<file path="src/rtl/pll_drp_reconfig.sv">
// DRP read-modify-write master for a 7-series PLL: holds PLL reset, applies masked register
// updates, then waits for LOCKED. Defining PLL_DRP_READBACK_EN adds a verify read after each write.
module pll_drp_reconfig #(
  parameter int unsigned RST_HOLD     = 4,
  parameter int unsigned DRDY_TIMEOUT = 64,
  parameter int unsigned LOCK_TIMEOUT = 65535
) (
  input  logic        DCLK,
  input  logic        RST,
  input  logic [6:0]  CFG_ADDR,
  input  logic [15:0] CFG_DATA,
  input  logic [15:0] CFG_MASK,
  input  logic        CFG_LAST,
  input  logic        CFG_VALID,
  output logic        CFG_READY,
  output logic [6:0]  DADDR,
  output logic        DEN,
  output logic        DWE,
  output logic [15:0] DI,
  input  logic [15:0] DO,
  input  logic        DRDY,
  output logic        PLL_RST,
  input  logic        LOCKED,
  output logic        BUSY,
  output logic        DONE,
  output logic        ERR
);

  typedef enum logic [3:0] {
    ST_IDLE,
    ST_HOLD,
    ST_RD,
    ST_RD_WAIT,
    ST_WR,
    ST_WR_WAIT,
`ifdef PLL_DRP_READBACK_EN
    ST_VF,
    ST_VF_WAIT,
`endif
    ST_NEXT,
    ST_LOCK_WAIT
  } state_t;

  localparam logic [19:0] HOLD_LAST = 20'(RST_HOLD - 1);
  localparam logic [19:0] DRDY_LIM  = 20'(DRDY_TIMEOUT);
  localparam logic [19:0] LOCK_LIM  = 20'(LOCK_TIMEOUT);

  state_t      state_q, state_d;
  logic [19:0] cnt_q, cnt_d;
  logic [6:0]  addr_q, addr_d, daddr_q, daddr_d;
  logic [15:0] data_q, data_d, mask_q, mask_d, di_q, di_d;
  logic        last_q, last_d;
  logic        pll_rst_q, pll_rst_d, busy_q, busy_d, done_q, done_d, err_q, err_d;
  logic        accept, abort, entry_done;

  assign CFG_READY = (state_q == ST_IDLE) || (state_q == ST_NEXT);
  assign accept    = CFG_VALID && CFG_READY;
  assign DADDR     = daddr_q;
  assign DI        = di_q;
  assign PLL_RST   = pll_rst_q;
  assign BUSY      = busy_q;
  assign DONE      = done_q;
  assign ERR       = err_q;

  always_ff @(posedge DCLK or posedge RST) begin
    if (RST) begin
      state_q   <= ST_IDLE;
      cnt_q     <= '0;
      addr_q    <= '0;
      data_q    <= '0;
      mask_q    <= '0;
      last_q    <= 1'b0;
      daddr_q   <= '0;
      di_q      <= '0;
      pll_rst_q <= 1'b0;
      busy_q    <= 1'b0;
      done_q    <= 1'b0;
      err_q     <= 1'b0;
    end else begin
      state_q   <= state_d;
      cnt_q     <= cnt_d;
      addr_q    <= addr_d;
      data_q    <= data_d;
      mask_q    <= mask_d;
      last_q    <= last_d;
      daddr_q   <= daddr_d;
      di_q      <= di_d;
      pll_rst_q <= pll_rst_d;
      busy_q    <= busy_d;
      done_q    <= done_d;
      err_q     <= err_d;
    end
  end

  // The counter is zeroed on entry to every timed state, so count == limit lands
  // exactly 'limit' cycles after the DEN pulse or the PLL_RST release.
  always_comb begin
    state_d    = state_q;
    cnt_d      = cnt_q + 20'd1;
    addr_d     = addr_q;
    data_d     = data_q;
    mask_d     = mask_q;
    last_d     = last_q;
    daddr_d    = daddr_q;
    di_d       = di_q;
    pll_rst_d  = pll_rst_q;
    busy_d     = busy_q;
    done_d     = 1'b0;
    err_d      = err_q;
    DEN        = 1'b0;
    DWE        = 1'b0;
    abort      = 1'b0;
    entry_done = 1'b0;

    if (accept) begin
      addr_d = CFG_ADDR;
      data_d = CFG_DATA;
      mask_d = CFG_MASK;
      last_d = CFG_LAST;
    end

    case (state_q)
      ST_IDLE: if (accept) begin
        err_d     = 1'b0;
        busy_d    = 1'b1;
        pll_rst_d = 1'b1;
        cnt_d     = '0;
        state_d   = ST_HOLD;
      end
      ST_HOLD: if (cnt_q == HOLD_LAST) begin
        daddr_d = addr_q;
        cnt_d   = '0;
        state_d = ST_RD;
      end
      ST_RD: begin
        DEN     = 1'b1;
        state_d = ST_RD_WAIT;
      end
      ST_RD_WAIT: begin
        if (DRDY) begin
          di_d    = (DO & mask_q) | (data_q & ~mask_q);
          cnt_d   = '0;
          state_d = ST_WR;
        end else if (cnt_q == DRDY_LIM) begin
          abort = 1'b1;
        end
      end
      ST_WR: begin
        DEN     = 1'b1;
        DWE     = 1'b1;
        state_d = ST_WR_WAIT;
      end
      ST_WR_WAIT: begin
        if (DRDY) begin
`ifdef PLL_DRP_READBACK_EN
          cnt_d   = '0;
          state_d = ST_VF;
`else
          entry_done = 1'b1;
`endif
        end else if (cnt_q == DRDY_LIM) begin
          abort = 1'b1;
        end
      end
`ifdef PLL_DRP_READBACK_EN
      ST_VF: begin
        DEN     = 1'b1;
        state_d = ST_VF_WAIT;
      end
      ST_VF_WAIT: begin
        if (DRDY) begin
          if (DO != di_q) err_d = 1'b1;
          entry_done = 1'b1;
        end else if (cnt_q == DRDY_LIM) begin
          abort = 1'b1;
        end
      end
`endif
      ST_NEXT: if (accept) begin
        daddr_d = CFG_ADDR;
        cnt_d   = '0;
        state_d = ST_RD;
      end
      ST_LOCK_WAIT: begin
        if (LOCKED) begin
          done_d  = 1'b1;
          busy_d  = 1'b0;
          state_d = ST_IDLE;
        end else if (cnt_q == LOCK_LIM) begin
          abort = 1'b1;
        end
      end
      default: state_d = ST_IDLE;
    endcase

    if (entry_done) begin
      cnt_d = '0;
      if (last_q) begin
        pll_rst_d = 1'b0;
        state_d   = ST_LOCK_WAIT;
      end else begin
        state_d = ST_NEXT;
      end
    end

    if (abort) begin
      err_d     = 1'b1;
      pll_rst_d = 1'b0;
      done_d    = 1'b1;
      busy_d    = 1'b0;
      state_d   = ST_IDLE;
    end
  end

endmodule
</file>
<file path="config.mk">
export PLATFORM = sky130hd
export DESIGN_NAME = pll_drp_reconfig
export DESIGN_NICKNAME = d
export VERILOG_FILES = /design/src/rtl/pll_drp_reconfig.sv
export SDC_FILE = /design/constraint.sdc
export NUM_CORES = 1
export LEC_CHECK = 0
export BUFFER_PORTS_ARGS = -buffer_cell sky130_fd_sc_hd__buf_2
export CELL_PAD_IN_SITES_DETAIL_PLACEMENT = 0
export CELL_PAD_IN_SITES_GLOBAL_PLACEMENT = 1
export CORE_MARGIN = 4
export CORE_UTILIZATION = 45
export CTS_CLUSTER_DIAMETER = 150
export DETAILED_ROUTE_END_ITERATION = 12
export PLACE_DENSITY_LB_ADDON = 0.1
export SKIP_CTS_REPAIR_TIMING = 1
export SLEW_MARGIN = 20
export SYNTH_ARGS = -nofsm -noshare
export SYNTH_HDL_FRONTEND = slang
export SYNTH_SLANG_ARGS = --single-unit
</file>
<file path="constraint.sdc">
create_clock -name DCLK -period 7 [get_ports DCLK]
set_input_delay 0.35 -clock DCLK [delete_from_list [all_inputs] [get_ports DCLK]]
set_output_delay 0.35 -clock DCLK [all_outputs]
set_load 0.005 [all_outputs]
</file>
==> summary.txt, run 1 <==
Synthesis
  • Sequential-to-total area share from yosys stat: 54.2%
  • Post-Synth Adder-Cell Area: 0.602%
  • Cell area after synthesis: 0.00416 mm^2
  • Share of synthesized registers carrying an async set or reset: 100%
  • Yosys cell types: 44
  • Most instantiated flip-flop cell in the synthesis netlist: dfrtp_1
  • Mapped Cells: 351
  • Avg Synthesized Cell Area: 11.8 um^2
  • Flip-flop and latch count after synthesis: 90
  • Post-synthesis share of cell area spent on and, or, nand and nor gates: 14.8%
  • Number of synthesis warnings: 0
  • Post-synthesis xor/xnor area fraction: 3.16%
  • Number of enable-type register cells in the synthesized netlist: 0
  • Syn_nets: 414
  • Multiplexer fraction of the synthesized cell area: 15.2%
  • Dominant combinational cell family by area after synthesis: multiplexers
  • Synth Area in Compound Gates: 9.33%

STA
  • Unrepaired setup endpoints after global routing: no
  • Total Negative Setup Slacks: 0 ps
  • Slew Limit Fails: 0
  • Top achievable clock speed: 376 MHz
  • Final worst clock skew: 13.4 ps
  • Slew at the pin closest to its max-slew limit: 903 ps
  • Share of the clock period used by the worst path after layout: 38.0%
  • Final setup viols: 0
  • Number of hold violations in the final report: 0
  • Worst relative slew slack: 39.8%
  • Fin crit period: 2660 ps

GRT
  • Antenna violations before repair: 1
  • Total GRT Usage: 16.1%
  • Number of global-route vias before repair: 2855
  • Wire length of the first global-routing pass: 14200 um
  • GRT Residual Overflow: 0
  • Pin count of the biggest net entering global routing: 57

Floorplanning
  • Vertical extent of the die: 104 um
  • Starting Density: 47.0%
  • Die footprint: 0.0108 mm^2
  • Overall die width: 104 um
  • Placeable Area: 0.00885 mm^2
  • Io pins: 91
  • Number of standard-cell rows in the floorplan: 34

Placed design
  • Post-DP HPWL: 6060 um
  • Number of buffer cells added on primary ports: 90
  • Routability Congestion: 0.724

Power and ir drop
  • Sequential Power Share: 46.5%
  • Part of the total power dissipated in the clock network: 19.0%
  • Comb pwr share: 34.5%
  • Leakage power: 2.25 nW
  • Internal power consumption: 0.00124 W
  • Net Sw Frac: 34.0%
  • Switching power: 0.000640 W
  • Worst IR Drop VDD: 0.237 mV
  • Pwr Density: 385 mW/mm^2

Worst setup path
  • Number of cells on the worst reg-to-reg path: 5
  • Worst reg2reg setup slack: 4340 ps
  • Endpoint type of the worst setup path: flop
  • Largest stage delay, worst path: 800 ps
  • Critical path cell sequence: xor2_1, nor2_4, buf_4, a311o_1, nor2_1
  • Top delay family on crit path: compound AO/OA/AOI/OAI gates
  • Reg-to-Reg Start: state_q[1]
  • Count of buffering cells on the critical path with inverters included: 1
  • Crit path launch type: flop
  • CP Class: reg -> reg
  • Required time of the worst setup path: 7190 ps
  • Worst-path maximum fanout: 41
  • Worst path arrival time: 2840 ps
  • Critical register-to-register path endpoint: cnt_q[9]
  • Slowest CP cell: a311o_1

Layout
  • Fraction of final layout cells with drive strength greater than 1: 37.3%
  • Register area: 0.00225 mm^2
  • Antenna Cells: 0
  • Fill cell instance count of the final layout: 797
  • Layout Utilization: 55.2%
  • Count of nets after finishing: 498
  • Area of the multi-input gates: 0.00181 mm^2
  • Area added between synthesis and finish: 17.6%

Route
  • Overall via count from detail_route: 2869
  • Detailed Routing Iterations Pass 1: 4
  • Post-detailed-route count of antenna-violating nets: 0
  • Detailed router's first-iteration violation count: 118
  • Vias per cell: 5.24
  • Final wirelength: 8620 um
  • Per-cell routed wire length: 15.7 um
  • Number of remaining DRC errors: 0

CTS
  • Number of H-tree branching levels: 3
  • Clock Tree Root: clkbuf_8
  • Maximum root-to-sink buffer count: 2
  • TritonCTS clock tree: done
  • Clock sink total: 90
  • Clock network latency to the later pin of the worst-skew pair: 340 ps
  • Clock-pin slew of the registers on the worst-case setup and hold paths: 100 ps
  • CTS Buf Count: 9

Outcome
  • Run status: finished clean

Min path
  • Class of the tightest hold or removal check: in -> async

Run
  • Number of maximum-capacitance constraint violations: 0
-- power groups by stage --
stage	Clock [W]	Sequential [W]	Combinational [W]
floorplan	0	0.000840	0.000510
global placement	0	0.000880	0.000647
detailed placement	0	0.000888	0.000664
CTS	0.000370	0.000878	0.000665
global route	0.000391	0.000910	0.000728
finish	0.000357	0.000877	0.000650
-- registers in the layout (all words and copies together), names as in the netlist, 3 cells and up --
name,flops
cnt_q,20
DADDR,7
DI,16
state_q,3
mask_q,16
data_q,16
addr_q,7
-- per-stage QoR --
stage               hold slack [ps]  power (W)  worst slack [ps]  cells  area [um^2]
finish                         40.9    0.00188              4340    548         4890
global route                   90.9    0.00203              4100    548         4890
CTS                            50.9    0.00191              4340    548         4880
detailed placement              438    0.00155              4380    532         4680
global placement                442    0.00153              4440    532         4680
floorplan                       446    0.00135              4310    351         4160
-- metal layers --
layer / global-route usage (%) / routed length [um] / vias up
li1: - / - / 1413
met1: 22.6 / 4140 / 1385
met2: 25.0 / 3950 / 61
met3: 3.79 / 455 / 8
met4: 4.84 / 77 / 2
met5: 0 / 7 / -
-- cell usage in the layout (no fill, tap or decap), types with 3 or more instances in the layout --
cell type	netlist	final
a22oi_1	4	4
mux2i_1	17	17
nor3_1	3	3
o221a_1	7	7
or3_1	5	5
mux2_2	39	39
or2_2	7	7
dfrtp_1	90	90
nor2_1	24	23
xor2_1	13	13
a21oi_1	10	10
and2_1	4	4
o21ai_0	25	25
clkbuf_8	0	9
nand3_2	2	3
buf_2	11	90
nand2b_1	3	3
inv_1	6	5
and4_1	4	4
nand2_1	22	22
nand4_1	8	8
nand3_1	9	8
-- how the worst max path moves through the flow --
stage	startpoint	endpoint	slack (ps)	cells past startpoint
after floorplan	RST	BUSY	4310	1
after global placement	state_q[1]	cnt_q[14]	4440	5
after detailed placement	state_q[1]	cnt_q[5]	4380	5
after CTS	state_q[1]	cnt_q[9]	4340	5
after global routing	state_q[1]	cnt_q[5]	4100	5
final	state_q[1]	cnt_q[9]	4340	5
-- final cells by class --
cell class                      count  area share (%)
Inverter                            6           0.486
Multi-Input combinational cell    236            36.9
Tap cell                          108            2.76
Sequential cell                    90            46.1
Clock buffer                       10            2.61
Clock inverter                      6            1.61
Timing Repair Buffer               92            9.52
-- cells by family (layout without fill, tap and decap cells) --
family	after synthesis	after routing
DFF	90	90
buffers and inverters	25	114
xor gates and xnor gates	15	15
AOI/OAI and AO/OA	55	55
and+or+nand+nor	106	106
muxes	58	58
adders and majority gates	2	2
-- cells in the mapped netlist, drive strengths merged (7+ instances only) --
library cell	count	area share, %
a21oi	10	1.2
dfrtp	90	54
o221a	7	1.9
o21ai	25	3.0
nand4	9	1.7
nor2	24	2.2
nand3	11	1.6
mux2	41	11
clkbuf	7	0.63
nand2	22	2.0
xor2	13	2.7
buf	12	1.5
mux2i	17	4.1
or2	7	1.1
No activity file was read; power rests on OpenSTA's default activity.
==> run 2: changes to the inputs <==
--- a/config.mk
+++ b/config.mk
@@ -5,11 +5,12 @@
 export SDC_FILE = /design/constraint.sdc
 export NUM_CORES = 1
 export LEC_CHECK = 0
+export ABC_AREA = 1
 export BUFFER_PORTS_ARGS = -buffer_cell sky130_fd_sc_hd__buf_2
 export CELL_PAD_IN_SITES_DETAIL_PLACEMENT = 0
 export CELL_PAD_IN_SITES_GLOBAL_PLACEMENT = 1
 export CORE_MARGIN = 4
-export CORE_UTILIZATION = 45
+export CORE_UTILIZATION = 41
 export CTS_CLUSTER_DIAMETER = 150
 export DETAILED_ROUTE_END_ITERATION = 12
 export PLACE_DENSITY_LB_ADDON = 0.1
==> constraint.sdc (replaced) <==
create_clock -name DCLK -period 2.7 [get_ports DCLK]
set_input_delay 0.135 -clock DCLK [delete_from_list [all_inputs] [get_ports DCLK]]
set_output_delay 0.135 -clock DCLK [all_outputs]
set_load 0.005 [all_outputs]
==> summary.txt, run 2 <==
Synthesis
  • Cell area after synthesis: 0.00434 mm^2 (+4.5%)
  • Avg Synthesized Cell Area: 8.97 um^2 (-24%)
  • Share of the synthesized area in the top cell type: 51.9% (-2.3 points)
  • Synth area leader: dfrtp_1
  • Top cell types by occurrence after synthesis: 105 x nand2_1, 90 x dfrtp_1, 61 x inv_1, 58 x nor2_1, 22 x o21ai_0
  • Number of enable-type register cells in the synthesized netlist: 0 (unchanged)
  • Largest cells by area after synthesis: dfrtp_1 52%, nand2_1 9.1%, inv_1 5.3%
  • Mapped Cells: 484 (+38%)
  • Most instantiated flip-flop cell in the synthesis netlist: dfrtp_1
  • Most frequently used cell type in the post-synthesis netlist: nand2_1
  • Syn_nets: 547 (+32%)
  • Sequential-to-total area share from yosys stat: 51.9% (-2.3 points)
  • Number of synthesis warnings: 0 (unchanged)
  • Yosys cell types: 32 (-27%)
  • Share of synthesized registers carrying an async set or reset: 100% (unchanged)
  • Flip-flop and latch count after synthesis: 90 (unchanged)

Power and ir drop
  • Sequential Power Share: 46.1% (-0.4 points)
  • Switching power: 0.00170 W (+170%)
  • Leakage power: 2.56 nW (+14%)
  • Internal power consumption: 0.00308 W (+150%)
  • Part of the total power dissipated in the clock network: 19.1% (about the same)
  • Net Sw Frac: 35.5% (+1.6 points)
  • Comb pwr share: 34.7% (+0.2 points)
  • Pwr Density: 923 mW/mm^2 (+140%)
  • Worst IR Drop VDD: 0.481 mV (+100%)

Layout
  • Register with the most flip-flops: cnt_q
  • Layout Utilization: 50.1% (-5.1 points)
  • Most frequent cells in the layout: 105 x nand2_1, 90 x dfrtp_1, 90 x buf_2
  • Fill cell instance count of the final layout: 1031 (+29%)
  • Max FFs per register: 20 (unchanged)
  • Fraction of final layout cells with drive strength greater than 1: 24.3% (-13 points)
  • Count of nets after finishing: 647 (+30%)
  • Register area: 0.00225 mm^2 (unchanged)
  • Area added between synthesis and finish: 19.1%
  • Area of the multi-input gates: 0.00174 mm^2 (-3.8%)
  • Most common cell after layout, fill and taps aside: nand2_1
  • Antenna Cells: 0 (unchanged)

STA
  • Final setup viols: 0 (unchanged)
  • Unrepaired setup endpoints after global routing: no
  • Slew at the pin closest to its max-slew limit: 838 ps (-64.2 ps)
  • Top achievable clock speed: 492 MHz (+31%)
  • Smallest setup slack after layout: 668 ps (-3670 ps)
  • Slew Limit Fails: 0 (unchanged)
  • Share of the clock period used by the worst path after layout: 75.2% (+37 points)
  • Fin crit period: 2030 ps (-626 ps)
  • Worst relative slew slack: 44.0% (+4.2 points)
  • Final worst clock skew: 10.6 ps (-2.75 ps)
  • Total Negative Setup Slacks: 0 ps (unchanged)
  • Number of hold violations in the final report: 0 (unchanged)

Floorplanning
  • Starting Density: 42.1% (-4.9 points)
  • Io pins: 91 (unchanged)
  • Overall die width: 111 um (+6.5%)
  • Placeable Area: 0.0103 mm^2 (+17%)
  • Number of standard-cell rows in the floorplan: 37 (+8.8%)
  • Die footprint: 0.0123 mm^2 (+13%)
  • Vertical extent of the die: 111 um (+6.5%)

Worst setup path
  • Worst-path maximum fanout: 57 (+39%)
  • Number of cells on the worst reg-to-reg path: 5 (unchanged)
  • Required time of the worst setup path: 2940 ps (-4250 ps)
  • Endpoint type of the worst setup path: flop
  • Crit path launch type: flop
  • Reg-to-Reg Start: state_q[2]
  • Worst path arrival time: 2270 ps (-570 ps)
  • Worst reg2reg setup slack: 670 ps (-3670 ps)
  • Critical register-to-register path endpoint: mask_q[4]
  • CP Class: reg -> reg

GRT
  • Antenna violations before repair: 0 (-1)
  • Wire length of the first global-routing pass: 15900 um (+12%)
  • Total GRT Usage: 15.6% (-0.51 points)
  • GRT Residual Overflow: 0 (unchanged)
  • Pin count of the biggest net entering global routing: 58 (+1.8%)
  • Number of global-route vias before repair: 3328 (+17%)

CTS
  • Clock Tree Root: clkbuf_8
  • Clock-pin slew of the registers on the worst-case setup and hold paths: 90 ps (about the same)
  • CTS Buf Count: 9 (unchanged)
  • Clock network latency to the later pin of the worst-skew pair: 350 ps (about the same)
  • Maximum root-to-sink buffer count: 2 (unchanged)
  • TritonCTS clock tree: done
  • Number of H-tree branching levels: 3 (unchanged)
  • Clock sink total: 90 (unchanged)

Run
  • Number of maximum-capacitance constraint violations: 0 (unchanged)

Placed design
  • Post-DP HPWL: 6750 um (+11%)
  • Place WS: 708 ps (-3670 ps)
  • Routability Congestion: 0.828 (+14%)
  • Number of buffer cells added on primary ports: 90 (unchanged)

Route
  • Overall via count from detail_route: 3396 (+18%)
  • Post-detailed-route count of antenna-violating nets: 0 (unchanged)
  • Detailed Routing Iterations Pass 1: 4 (unchanged)
  • Final wirelength: 9210 um (+6.9%)
  • Detailed router's first-iteration violation count: 115 (-2.5%)
  • Per-cell routed wire length: 12.7 um (-19%)
  • Vias per cell: 4.69 (-10%)
  • Number of remaining DRC errors: 0 (unchanged)

Outcome
  • Run status: finished clean

Min path
  • Launch instance of the worst min-delay path: CFG_LAST
  • Number of cells on the worst hold path: 2
  • Class of the tightest hold or removal check: in -> reg
  • Worst hold endpoint: last_q
[run 2: metrics by stage]
| stage | instances | hold WS, ps | cell area [um^2] | power [W] |
|---|---|---|---|---|
| floorplan | 484 | 267 | 4340 | 0.00347 |
| global placement | 698 | 315 | 4870 | 0.00387 |
| detailed placement | 698 | 333 | 4870 | 0.00391 |
| CTS | 713 | -65.9 | 5060 | 0.00485 |
| global route | 724 | 0.0953 | 5170 | 0.00521 |
| finish | 724 | 13.3 | 5170 | 0.00478 |
[run 2: final cells by class]
cell class / count / share of cell area [%]
Clock buffer: 10 / 2.47
Clock inverter: 5 / 1.23
Inverter: 62 / 4.52
Multi-Input combinational cell: 318 / 33.6
Sequential cell: 90 / 43.5
Tap cell: 136 / 3.29
Timing Repair Buffer: 103 / 11.4
[run 2: worst max path at each step]
stage	startpoint	endpoint	slack [ps]	cells after the start
after CTS	state_q[2]	mask_q[4]	690	5
final	state_q[2]	mask_q[4]	670	5
after global placement	state_q[2]	mask_q[11]	740	5
after global routing	state_q[2]	mask_q[11]	510	5
after detailed placement	state_q[2]	mask_q[4]	710	5
after floorplan	RST	BUSY	230	1
[run 2: cells by family after synthesis]
| family | synth area share, % |
|---|---|
| multiplexers | 5.97 |
| flip-flops | 51.9 |
| AND/OR/NAND/NOR | 20.4 |
| adder cells (fa/ha/maj) | 0.576 |
| XOR/XNOR | 2.82 |
| buffers and inverters | 8.13 |
| AO/OA/AOI/OAI | 10.2 |
[run 2: critical path, stage by stage, from the launching register on]
cell     delay [ps]
dfrtp_1         620
inv_1           170
nand2_1         140
nand2_4          70
nand2_4         460
mux2_2          410
[run 2: power groups by stage]
stage          sequential, W  combinational [W]  clock [W]
2_1_floorplan        0.00216            0.00131          0
3_3_place_gp         0.00221            0.00166          0
3_5_place_dp         0.00223            0.00168          0
4_1_cts              0.00220            0.00168   0.000959
5_1_grt              0.00229            0.00191    0.00101
6_report             0.00220            0.00166   0.000914
[run 2: per-layer routing]
metal / track usage, % / routed length (um)
met5: 0 / 0
met4: 5.34 / 141
met3: 3.55 / 424
met2: 24.2 / 4120
met1: 21.6 / 4530
